===== src/rtl/dshot_pkg.sv =====
// -----------------------------------------------------------------------------
// dshot_pkg
// Shared types and helpers for the DShot-to-PWM output path.
//   state_t        : arming/failsafe state machine encoding
//   TICK_W         : width of every tick counter / pulse width value
//   ticks_per_us   : clock cycles per microsecond for a given clock rate
//   speed_to_ticks : maps an 8-bit throttle to a pulse width in clock ticks
// -----------------------------------------------------------------------------
package dshot_pkg;

  typedef enum logic [1:0] {
    DISARMED = 2'd0,
    ARMING   = 2'd1,
    ARMED    = 2'd2,
    FAILSAFE = 2'd3
  } state_t;

  // Frame and pulse counters share this width; the frame length in ticks
  // must stay below 2**TICK_W.
  localparam int TICK_W = 16;

  function automatic int ticks_per_us(input int clk_hz);
    return clk_hz / 1000000;
  endfunction

  // min_ticks + floor(speed * span_ticks / 256). The product is held at
  // full width (8 + TICK_W bits) so nothing is lost before the shift.
  function automatic logic [TICK_W-1:0] speed_to_ticks(
    input logic [7:0]        speed,
    input logic [TICK_W-1:0] min_ticks,
    input logic [TICK_W-1:0] span_ticks
  );
    logic [TICK_W+7:0] prod;
    prod = {{TICK_W{1'b0}}, speed} * {8'd0, span_ticks};
    return min_ticks + TICK_W'(prod >> 8);
  endfunction

endpackage


===== src/rtl/speed_pwm_out_if.sv =====
// -----------------------------------------------------------------------------
// speed_pwm_out_if
// Bundles the decoder-side inputs and the ESC-side outputs of speed_pwm_out.
//   speed[7:0]  : throttle from the DShot decoder
//   speed_valid : new-frame indication (edge detected inside the block)
//   pwm_out     : servo/ESC PWM pulse
//   armed       : high while the block is armed
//   failsafe    : high while the block is in failsafe
// master = decoder/testbench side, slave = speed_pwm_out.
// -----------------------------------------------------------------------------
interface speed_pwm_out_if;

  logic [7:0] speed;
  logic       speed_valid;
  logic       pwm_out;
  logic       armed;
  logic       failsafe;

  modport master (
    output speed,
    output speed_valid,
    input  pwm_out,
    input  armed,
    input  failsafe
  );

  modport slave (
    input  speed,
    input  speed_valid,
    output pwm_out,
    output armed,
    output failsafe
  );

endinterface


===== src/rtl/pwm_frame_timer.sv =====
// -----------------------------------------------------------------------------
// pwm_frame_timer
// Free-running frame counter and pulse generator. The pulse width and the
// output enable are latched only on the last tick of a frame, so every
// emitted pulse is complete and starts at frame_cnt == 0.
//   clk, rst_n   : clock, asynchronous active-low reset
//   target_ticks : pulse width to use for the next frame
//   drive_req    : enable to use for the next frame
//   boundary     : high on the last tick of each frame
//   pwm_out      : registered PWM output
// -----------------------------------------------------------------------------
module pwm_frame_timer
  import dshot_pkg::*;
#(
  parameter int FRAME_TICKS = 40000,
  parameter int MIN_TICKS   = 16000
) (
  input  logic              clk,
  input  logic              rst_n,
  input  logic [TICK_W-1:0] target_ticks,
  input  logic              drive_req,
  output logic              boundary,
  output logic              pwm_out
);

  logic [TICK_W-1:0] frame_cnt_r;
  logic [TICK_W-1:0] pulse_ticks_r;
  logic              drive_en_r;
  logic              pwm_r;

  logic [TICK_W-1:0] frame_nxt_s;
  logic [TICK_W-1:0] pulse_nxt_s;
  logic              drive_nxt_s;
  logic              pwm_nxt_s;
  logic              boundary_s;

  assign boundary_s = (frame_cnt_r == TICK_W'(FRAME_TICKS - 1));
  assign boundary   = boundary_s;
  assign pwm_out    = pwm_r;

  // Next frame position, latched width/enable, and the output they imply.
  always_comb begin
    frame_nxt_s = frame_cnt_r;
    pulse_nxt_s = pulse_ticks_r;
    drive_nxt_s = drive_en_r;
    if (boundary_s) begin
      frame_nxt_s = {TICK_W{1'b0}};
      pulse_nxt_s = target_ticks;
      drive_nxt_s = drive_req;
    end else begin
      frame_nxt_s = frame_cnt_r + TICK_W'(1);
      pulse_nxt_s = pulse_ticks_r;
      drive_nxt_s = drive_en_r;
    end
    // Evaluated on next-cycle values so the registered output lines up
    // with frame_cnt: high exactly while frame_cnt < pulse_ticks.
    pwm_nxt_s = drive_nxt_s & (frame_nxt_s < pulse_nxt_s);
  end

  // Frame counter, latched pulse parameters and registered output.
  always_ff @(posedge clk or negedge rst_n) begin
    if (!rst_n) begin
      frame_cnt_r   <= {TICK_W{1'b0}};
      pulse_ticks_r <= TICK_W'(MIN_TICKS);
      drive_en_r    <= 1'b0;
      pwm_r         <= 1'b0;
    end else begin
      frame_cnt_r   <= frame_nxt_s;
      pulse_ticks_r <= pulse_nxt_s;
      drive_en_r    <= drive_nxt_s;
      pwm_r         <= pwm_nxt_s;
    end
  end

endmodule


===== src/rtl/speed_pwm_out.sv =====
// -----------------------------------------------------------------------------
// speed_pwm_out
// Re-emits the decoded DShot throttle as a 1000-2000 us servo/ESC pulse at a
// fixed frame rate, with zero-throttle arming and a timeout failsafe.
//   clk   : system clock
//   rst_n : asynchronous active-low reset
//   bus   : speed_pwm_out_if.slave (speed, speed_valid in; pwm_out, armed,
//           failsafe out; all outputs registered)
// The top holds the speed_valid edge detector, the shadow speed register and
// the arming state machine; pwm_frame_timer owns the frame and pulse timing.
// ARM_COUNT is expected to be at least 2.
// -----------------------------------------------------------------------------
module speed_pwm_out
  import dshot_pkg::*;
#(
  parameter int CLK_HZ         = 16000000,
  parameter int FRAME_US       = 2500,
  parameter int MIN_US         = 1000,
  parameter int MAX_US         = 2000,
  parameter int ARM_COUNT      = 10,
  parameter int TIMEOUT_FRAMES = 4
) (
  input  logic            clk,
  input  logic            rst_n,
  speed_pwm_out_if.slave  bus
);

  localparam int TICKS_PER_US = ticks_per_us(CLK_HZ);
  localparam int FRAME_TICKS  = FRAME_US * TICKS_PER_US;
  localparam int MIN_TICKS    = MIN_US * TICKS_PER_US;
  localparam int SPAN_TICKS   = (MAX_US - MIN_US) * TICKS_PER_US;
  localparam int ARM_W        = $clog2(ARM_COUNT + 1);
  localparam int TO_W         = $clog2(TIMEOUT_FRAMES + 1);

  state_t            state_r;
  state_t            state_nxt_s;
  logic              valid_d_r;
  logic [7:0]        shadow_r;
  logic [ARM_W-1:0]  arm_cnt_r;
  logic [ARM_W-1:0]  arm_nxt_s;
  logic [ARM_W-1:0]  arm_inc_s;
  logic [TO_W-1:0]   timeout_cnt_r;
  logic [TO_W-1:0]   timeout_nxt_s;
  logic              upd_seen_r;
  logic              upd_seen_nxt_s;
  logic              armed_r;
  logic              failsafe_r;

  logic              update_s;
  logic              speed_zero_s;
  logic              boundary_s;
  logic              force_min_s;
  logic              drive_req_s;
  logic [7:0]        calc_speed_s;
  logic [TICK_W-1:0] target_ticks_s;
  logic              pwm_s;

  // A held-high speed_valid is one update: only the rising edge counts.
  assign update_s     = bus.speed_valid & ~valid_d_r;
  assign speed_zero_s = (bus.speed == 8'd0);
  assign arm_inc_s    = arm_cnt_r + ARM_W'(1);

  // Arming / timeout state machine: next state and counters.
  always_comb begin
    state_nxt_s    = state_r;
    arm_nxt_s      = arm_cnt_r;
    timeout_nxt_s  = timeout_cnt_r;
    upd_seen_nxt_s = upd_seen_r;

    // An update landing on the boundary cycle is consumed by that boundary.
    if (boundary_s) begin
      upd_seen_nxt_s = 1'b0;
    end else if (update_s) begin
      upd_seen_nxt_s = 1'b1;
    end else begin
      upd_seen_nxt_s = upd_seen_r;
    end

    case (state_r)
      DISARMED: begin
        timeout_nxt_s = {TO_W{1'b0}};
        if (update_s && speed_zero_s) begin
          arm_nxt_s   = ARM_W'(1);
          state_nxt_s = ARMING;
        end else begin
          arm_nxt_s   = {ARM_W{1'b0}};
        end
      end
      ARMING: begin
        timeout_nxt_s = {TO_W{1'b0}};
        if (update_s && speed_zero_s) begin
          arm_nxt_s = arm_inc_s;
          if (arm_inc_s == ARM_W'(ARM_COUNT)) begin
            state_nxt_s = ARMED;
          end else begin
            state_nxt_s = ARMING;
          end
        end else if (update_s) begin
          arm_nxt_s   = {ARM_W{1'b0}};
          state_nxt_s = DISARMED;
        end else begin
          arm_nxt_s   = arm_cnt_r;
        end
      end
      ARMED: begin
        arm_nxt_s = {ARM_W{1'b0}};
        if (update_s) begin
          timeout_nxt_s = {TO_W{1'b0}};
        end else if (boundary_s && !upd_seen_r) begin
          if (timeout_cnt_r == TO_W'(TIMEOUT_FRAMES - 1)) begin
            timeout_nxt_s = {TO_W{1'b0}};
            state_nxt_s   = FAILSAFE;
          end else begin
            timeout_nxt_s = timeout_cnt_r + TO_W'(1);
          end
        end else begin
          timeout_nxt_s = timeout_cnt_r;
        end
      end
      FAILSAFE: begin
        timeout_nxt_s = {TO_W{1'b0}};
        if (update_s && speed_zero_s) begin
          arm_nxt_s   = ARM_W'(1);
          state_nxt_s = ARMING;
        end else begin
          arm_nxt_s   = {ARM_W{1'b0}};
        end
      end
      default: begin
        state_nxt_s   = DISARMED;
        arm_nxt_s     = {ARM_W{1'b0}};
        timeout_nxt_s = {TO_W{1'b0}};
      end
    endcase
  end

  // Pulse request for the next frame. Minimum width is forced both while in
  // failsafe and on the boundary that enters it, so the first failsafe frame
  // is already at minimum and leaving failsafe never flashes a stale width.
  always_comb begin
    force_min_s = (state_r == FAILSAFE) || (state_nxt_s == FAILSAFE);
    drive_req_s = (state_r == ARMED) || (state_r == FAILSAFE);
    if (force_min_s) begin
      calc_speed_s = 8'd0;
    end else begin
      calc_speed_s = shadow_r;
    end
    target_ticks_s = speed_to_ticks(calc_speed_s, TICK_W'(MIN_TICKS),
                                    TICK_W'(SPAN_TICKS));
  end

  // Edge detector, shadow speed, state, counters and status outputs.
  always_ff @(posedge clk or negedge rst_n) begin
    if (!rst_n) begin
      valid_d_r     <= 1'b0;
      shadow_r      <= 8'd0;
      state_r       <= DISARMED;
      arm_cnt_r     <= {ARM_W{1'b0}};
      timeout_cnt_r <= {TO_W{1'b0}};
      upd_seen_r    <= 1'b0;
      armed_r       <= 1'b0;
      failsafe_r    <= 1'b0;
    end else begin
      valid_d_r     <= bus.speed_valid;
      if (update_s) begin
        shadow_r    <= bus.speed;
      end
      state_r       <= state_nxt_s;
      arm_cnt_r     <= arm_nxt_s;
      timeout_cnt_r <= timeout_nxt_s;
      upd_seen_r    <= upd_seen_nxt_s;
      armed_r       <= (state_nxt_s == ARMED);
      failsafe_r    <= (state_nxt_s == FAILSAFE);
    end
  end

  pwm_frame_timer #(
    .FRAME_TICKS (FRAME_TICKS),
    .MIN_TICKS   (MIN_TICKS)
  ) u_timer (
    .clk          (clk),
    .rst_n        (rst_n),
    .target_ticks (target_ticks_s),
    .drive_req    (drive_req_s),
    .boundary     (boundary_s),
    .pwm_out      (pwm_s)
  );

  assign bus.pwm_out  = pwm_s;
  assign bus.armed    = armed_r;
  assign bus.failsafe = failsafe_r;

endmodule


===== src/flat_wrapper.sv =====
// flat-port wrapper written by rule: the top's interface ports become plain ports
module speed_pwm_out_flat import dshot_pkg::*;
#(
  parameter int CLK_HZ         = 16000000,
  parameter int FRAME_US       = 2500,
  parameter int MIN_US         = 1000,
  parameter int MAX_US         = 2000,
  parameter int ARM_COUNT      = 10,
  parameter int TIMEOUT_FRAMES = 4
)
  (clk, rst_n, bus_speed, bus_speed_valid, bus_pwm_out, bus_armed, bus_failsafe);
  speed_pwm_out_if bus_i ();
  input  logic clk;
  input  logic rst_n;
  input wire logic [$bits(bus_i.speed)-1:0] bus_speed;
  input wire logic [$bits(bus_i.speed_valid)-1:0] bus_speed_valid;
  output wire logic [$bits(bus_i.pwm_out)-1:0] bus_pwm_out;
  output wire logic [$bits(bus_i.armed)-1:0] bus_armed;
  output wire logic [$bits(bus_i.failsafe)-1:0] bus_failsafe;
  assign bus_i.speed = bus_speed;
  assign bus_i.speed_valid = bus_speed_valid;
  assign bus_pwm_out = bus_i.pwm_out;
  assign bus_armed = bus_i.armed;
  assign bus_failsafe = bus_i.failsafe;
  speed_pwm_out #(.CLK_HZ(CLK_HZ), .FRAME_US(FRAME_US), .MIN_US(MIN_US), .MAX_US(MAX_US), .ARM_COUNT(ARM_COUNT), .TIMEOUT_FRAMES(TIMEOUT_FRAMES)) u_core (.clk(clk), .rst_n(rst_n), .bus(bus_i));
endmodule

===== config.mk =====
export PLATFORM = sky130hd
export DESIGN_NAME = speed_pwm_out_flat
export DESIGN_NICKNAME = d
export VERILOG_FILES = /design/src/rtl/dshot_pkg.sv /design/src/rtl/speed_pwm_out_if.sv /design/src/rtl/pwm_frame_timer.sv /design/src/rtl/speed_pwm_out.sv /design/src/flat_wrapper.sv
export SDC_FILE = /design/constraint.sdc
export NUM_CORES = 1
export LEC_CHECK = 0
export ABC_AREA = 1
export CAP_MARGIN = 20
export CORE_MARGIN = 2
export CORE_UTILIZATION = 32
export CTS_CLUSTER_DIAMETER = 40
export DETAILED_ROUTE_END_ITERATION = 10
export SYNTH_ARGS = -nofsm -noshare
export SYNTH_HDL_FRONTEND = slang
export SYNTH_SLANG_ARGS = --single-unit

===== constraint.sdc =====
create_clock -name clk -period 9.4 [get_ports clk]
set_input_delay 1.41 -clock clk [delete_from_list [all_inputs] [get_ports clk]]
set_output_delay 1.41 -clock clk [all_outputs]
set_load 0.01 [all_outputs]

# ---- Word-level counts from Yosys, hierarchy flattened
# Index checks and enable logic that the tools add are counted.
dict set report totals {
  register_bits 55
  output_inout_bits 3
  input_bits 11
  word_cells 63
}
dict set report classes {
  add_sub_neg 4
  n_bitwise 3
  multipliers 1
  eq_ne 10
  n_mux 22
  n_lt_le_gt_ge 1
  reduce_logical 10
}
# operator count
set ops {}
lappend ops {{$mux 16} 2}
lappend ops {{$add 16x1->16 const B} 1}
lappend ops {{$eq 16x16->1 const B} 1}
lappend ops {{$lt 16x16->1} 1}
lappend ops {{$add 14x14->15 const A} 1}
lappend ops {{$mul 8x7->15 const B} 1}
lappend ops {{$mux 2} 7}
lappend ops {{$pmux 4 s3} 1}
lappend ops {{$mux 3} 3}
lappend ops {{$eq 2x2->1 const B} 4}
lappend ops {{$logic_not 8->1} 1}
lappend ops {{$mux 4} 2}
lappend ops {{$mux 8} 1}
lappend ops {{$ne 3x1->1 const B} 2}
lappend ops {{$pmux 2 s3} 1}
lappend ops {{$pmux 3 s2} 1}
lappend ops {{$add 4x1->4 const B} 1}
lappend ops {{$eq 4x4->1 const B} 1}
lappend ops {{$mux 1} 4}
lappend ops {{$add 3x1->3 const B} 1}
lappend ops {{$eq 3x2->1 const B} 1}
lappend ops {{$reduce_or 3->1} 1}
lappend ops {{$and 1x1->1} 2}
lappend ops {{$eq 2x1->1 const B} 1}
lappend ops {{other kinds (7)} 9}

# ---- Depth between registers and ports, before layout
dict set report logic_depth {
  ltp_word 13
  mapped_depth 43
  mapped_depth_nobuf 43
}

# ---- Modules after synthesis
# From an unflattened synthesis, not the netlist that was laid out.
dict set report unflattened {
  hier_cells 601
  area_unflattened_um2 4707.0
}
# mod cells_per_inst area_per_inst_um2 seq_area_each_um2 instances
set modules_own_cells {}
lappend modules_own_cells {speed_pwm_out 360 2788.9 525.5 1}
lappend modules_own_cells {pwm_frame_timer 241 1918.1 858.3 1}

# ---- Worst setup path before layout
# Ideal clock, no wire load.
dict set report synth_timing {
  path_kind {input to register}
  startpoint {in bus_speed_valid}
  endpoint {reg u_core.u_timer.pwm_r (netlist: u_core.u_timer.pwm_out)}
  arrival_time_ns 7.364
  cell_stages 40
  setup_time_ns 0.078
  path_slack_ns 1.959
  n_path_buf 0
  t_required_ns 9.322
  cell_sequence {inv_1 -> nor2_2 -> o21ai_0 -> nand2_1 -> nand2_1 -> nor2_1 -> nand2_1 -> nand2_1 -> inv_1 -> nor2_1 -> inv_1 -> nor2_1 -> ha_1 -> ha_1 -> xor2_1 -> ha_1 -> fa_1 -> inv_1 -> (+4 left out) -> nor2_1 -> nor2_1 -> xor2_1 -> inv_1 -> ha_1 -> or2_0 -> or2_1 -> nor2_2 -> inv_1 -> nor2_1 -> nand2_1 -> nand3_1 -> o21ai_1 -> ha_1 -> a21o_1 -> a31oi_1 -> o2111ai_1 -> a21oi_1}
}
dict set report synth_via {
  elab_chain_len 12
  elab_cells_between_ends 15
  classes_between {add/sub (1); mul (1); order compare (1); eq/ne (1); mux (7); bitwise (2); reduce/logical (2)}
}
# item line_no
set synth_lines {}
lappend synth_lines {{from (decl)} flat_wrapper.sv:16} ;# input wire logic [$bits(bus_i.speed_valid)-1:0] bus_speed_valid;
lappend synth_lines {{$and 1x1->1 *} speed_pwm_out.sv:59} ;# assign update_s = bus.speed_valid & ~valid_d_r;
lappend synth_lines {{$mux 2 or $logic_and 1x1->1 (tied branches)} n/a}
lappend synth_lines {{$mux 2, on equally long branches} {speed_pwm_out.sv:91, speed_pwm_out.sv:82, speed_pwm_out.sv:122}}
lappend synth_lines {{$pmux 2 s3 *} speed_pwm_out.sv:79} ;# case (state_r)
lappend synth_lines {{via u_core.state_nxt_s[0]} speed_pwm_out.sv:36} ;# state_t state_nxt_s;
lappend synth_lines {{$eq 2x2->1 *} speed_pwm_out.sv:141} ;# force_min_s = (state_r == FAILSAFE) || (state_nxt_s == FAILSAFE);
lappend synth_lines {{$logic_or 1x1->1 *} speed_pwm_out.sv:141}
lappend synth_lines {{$mux 8 *} speed_pwm_out.sv:143} ;# if (force_min_s) begin
lappend synth_lines {{$mul 8x7->15 *} dshot_pkg.sv:34} ;# prod = {{TICK_W{1'b0}}, speed} * {8'd0, span_ticks};
lappend synth_lines {{$add 14x14->15 *} dshot_pkg.sv:35} ;# return min_ticks + TICK_W'(prod >> 8);
lappend synth_lines {{$mux 16 *} pwm_frame_timer.sv:46} ;# if (boundary_s) begin
lappend synth_lines {{$lt 16x16->1 *} pwm_frame_timer.sv:57} ;# pwm_nxt_s = drive_nxt_s & (frame_nxt_s < pulse_nxt_s);
lappend synth_lines {{$and 1x1->1 *} pwm_frame_timer.sv:57}
lappend synth_lines {{via u_core.u_timer.pwm_nxt_s} pwm_frame_timer.sv:34} ;# logic pwm_nxt_s;
lappend synth_lines {{to (signal assigned)} pwm_frame_timer.sv:71} ;# pwm_r <= pwm_nxt_s;
lappend synth_lines {{to (decl)} pwm_frame_timer.sv:29} ;# logic pwm_r;
# The timed path passes the listed nets; every way through them passes the cells marked *.
# A chain may end at the register's enable or synchronous reset.

# ---- Worst setup path in the final report
# Same ends and word-level chain as after synthesis.

==> results by group <==
Status
  – Status: completed

Final layout
  – Commonest cells after routing, fill and taps aside: inv_1 (111), nand2_1 (110), ha_1 (62)
  – Fillers: 1464
  – Area Overhead vs Synth: 11.0%
  – Fin nets: 659
  – Multi-input logic area: 2630 um^2
  – Register area: 1380 um^2
  – Share of post-route cells with drive strength above 1: 0.0511
  – Diode count: 0
  – Commonest non-fill, non-tap cell in the layout: inv_1

Floorplan
  – Die Height: 122 um
  – # IOs: 14
  – Core footprint: 13800 um^2
  – Total die area: 14900 um^2
  – Row count: 43
  – Starting Density: 0.324
  – Chip width: 122 um

STA
  – FMAX: 119 MHz
  – Setup Skew: 0.0101 ns
  – Period utilisation layout: 0.897
  – Final Hold Viols: 0
  – Worst-Margin Slew: 0.704 ns
  – Unrepaired setup endpoints after global routing: false
  – Finish-stage setup viols: 0
  – Final min period: 8.43 ns
  – Fin. max-slew vios: 0
  – Slew margin rel.: 0.531
  – Setup TNS Final: 0 ns
  – Final worst slack: 0.971 ns
  – Hold slack final: 0.471 ns

Route
  – DR vias/cell: 4.60
  – WL/cell: 11.6 um
  – Drt total wl: 8640 um
  – DRT antenna net count: 0
  – Via count: 3436
  – DRT iter0 DRCs: 129
  – Drt first pass iters: 4
  – Drt drc: 0

Power
  – Final Power: 1400 uW
  – Pwr dens: 283 nW/um^2
  – Leak: 0.00263 uW
  – Peak supply drop: 0.203 mV

Critical path
  – Crit-path leading delay family: adder cells
  – CP Data Required Time: 9.62 ns
  – Slowest Stage Delay on Critical Path: 0.51 ns
  – Worst Setup SP: bus_speed_valid
  – CP Max Fanout: 12
  – Reg2reg start: u_core.valid_d_r
  – Reg2reg end: u_core.u_timer.pwm_out
  – Worst EP arrival: 8.65 ns
  – Reg-to-reg setup timing slack: 2.14 ns
  – R2R cell count: 39
  – Worst setup SP type: input port
  – WP buf/inv: 7
  – Stages on worst setup path: 38
  – Most Frequent Cell on Critical Path: nand2_1
  – Critical Path Sink Type: register
  – CP Class: input port to register
  – Critical Path Sink: u_core.u_timer.pwm_out
  – Slowest cell on the critical path: fa_1

Placed design
  – Placer Congestion: 0.864
  – IO Port Bufs: 13
  – Worst slack, placed: 0.619 ns
  – HPWL after detailed placement: 7040 um

Clock network
  – CTS tree: yes
  – CTS sink cnt: 55
  – Setup repair bufs after CTS: 0
  – CTS Hold Bufs: 0
  – Num CTS Buffers: 5
  – Post-cts resize count: 0
  – CTS Buffer Depth: 2
  – Reg clk slew, reported paths: 0.07 ns
  – Clock latency on the worst-skew pair: 0.30 ns
  – H-tree Lvls: 2
  – CTS Root Cell: clkbuf_16

Synthesis
  – Synth warnings: 0
  – Synth Cell Area: 4460 um^2
  – Distinct cells, synth: 39
  – Post-synth ARST share: 1.00
  – Seq cells post-synth: 55
  – Syn Area/Cell: 8.14 um^2
  – EDFF count, synth: 0
  – Synth Net Count: 641
  – Part of the Yosys area used for sequential elements: 0.310
  – Post-Syn Instances: 548
  – Top FF cell, synth: dfrtp_1

GRT
  – Antenna violations before repair: 0
  – Vias in the first global route: 3558
  – Largest net degree at the start of global routing: 56
  – GRT overflow: 0
  – First-pass GRT wire length: 15500 um
  – GR Util All Layers: 0.128

Run
  – Max-Cap Viols: 0

Worst hold path
  – Hold Crit Class: register to register
-- routing by layer --
layer	wire (um)	global-route usage
met5	0	0
met4	95	0.0244
met3	326	0.0262
met2	4060	0.224
met1	4160	0.164
-- synth_stat cells (4+ instances only) --
cell | count | area share
ha_1 | 62 | 0.17
o21ai_0 | 16 | 0.018
dfstp_2 | 6 | 0.035
nor4_1 | 4 | 0.0056
a21oi_1 | 23 | 0.026
nor2_1 | 51 | 0.043
a31oi_1 | 5 | 0.0070
nand2_1 | 110 | 0.093
nand3_1 | 13 | 0.015
inv_1 | 111 | 0.093
fa_1 | 20 | 0.090
nand4_1 | 6 | 0.0084
dfrtp_1 | 49 | 0.27
o21ai_1 | 6 | 0.0067
xnor2_1 | 5 | 0.0098
nor3_1 | 10 | 0.011
xor2_1 | 13 | 0.026
-- how the worst min path moves through the flow --
stage | from | endpoint | cells past startpoint
4_1_cts | u_core.u_timer.pulse_ticks_r[13] | u_core.u_timer.pulse_ticks_r[13] | 2
5_1_grt | u_core.u_timer.pulse_ticks_r[13] | u_core.u_timer.pulse_ticks_r[13] | 2
6_report | u_core.u_timer.pulse_ticks_r[4] | u_core.u_timer.pulse_ticks_r[4] | 2
3_3_place_gp | u_core.u_timer.pulse_ticks_r[15] | u_core.u_timer.pulse_ticks_r[15] | 2
3_5_place_dp | u_core.u_timer.pulse_ticks_r[4] | u_core.u_timer.pulse_ticks_r[4] | 2
2_1_floorplan | u_core.u_timer.pulse_ticks_r[15] | u_core.u_timer.pulse_ticks_r[15] | 2
-- layout make-up --
type / count / share of cell area
Clock inverter: 3 / 0.00505
Sequential cell: 55 / 0.279
Multi-Input combinational cell: 377 / 0.532
Inverter: 112 / 0.0849
Clock buffer: 5 / 0.0253
Tap cell: 180 / 0.0455
Timing Repair Buffer: 15 / 0.0283
-- power breakdown --
part           switching (uW)  leakage (uW)  total [uW]  internal [uW]
Combinational             587       0.00188         968            381
Sequential               2.48      0.000680         244            241
Clock                    90.6     0.0000700         191           99.9
Total                     680       0.00263        1400            722
-- per-stage QoR --
stage	cell area (um^2)	std cells	util
floorplan	4460	548	-
detailed placement	4800	739	0.349
finish	4950	747	0.360
global placement	4800	739	0.349
CTS	4950	747	0.360
global route	4950	747	0.360
-- cells by family after synthesis --
group	after synthesis	share of synthesized area
flip-flops	55	0.310
adder cells (fa/ha/maj)	82	0.264
XOR/XNOR	18	0.0353
AND/OR/NAND/NOR	209	0.203
buffers and inverters	116	0.0995
AO/OA/AOI/OAI	68	0.0886
-- sequential cells by signal, indices dropped and copies added, names as in the netlist, 2 cells and up --
| signal | count |
|---|---|
| u_core.timeout_cnt_r | 3 |
| u_core.state_r | 2 |
| u_core.arm_cnt_r | 4 |
| u_core.u_timer.pulse_ticks_r | 16 |
| u_core.shadow_r | 8 |
| u_core.u_timer.frame_cnt_r | 16 |
-- worst reg2reg max path: cells and delay by family (launching register included) --
kind	cells	cell delay, ns
XOR/XNOR	1	0.10
flip-flops	1	0.37
AND/OR/NAND/NOR	19	2.86
buffers and inverters	7	0.45
adder cells (fa/ha/maj)	7	2.78
AO/OA/AOI/OAI	5	0.63
No activity file was read; power rests on OpenSTA's default activity.
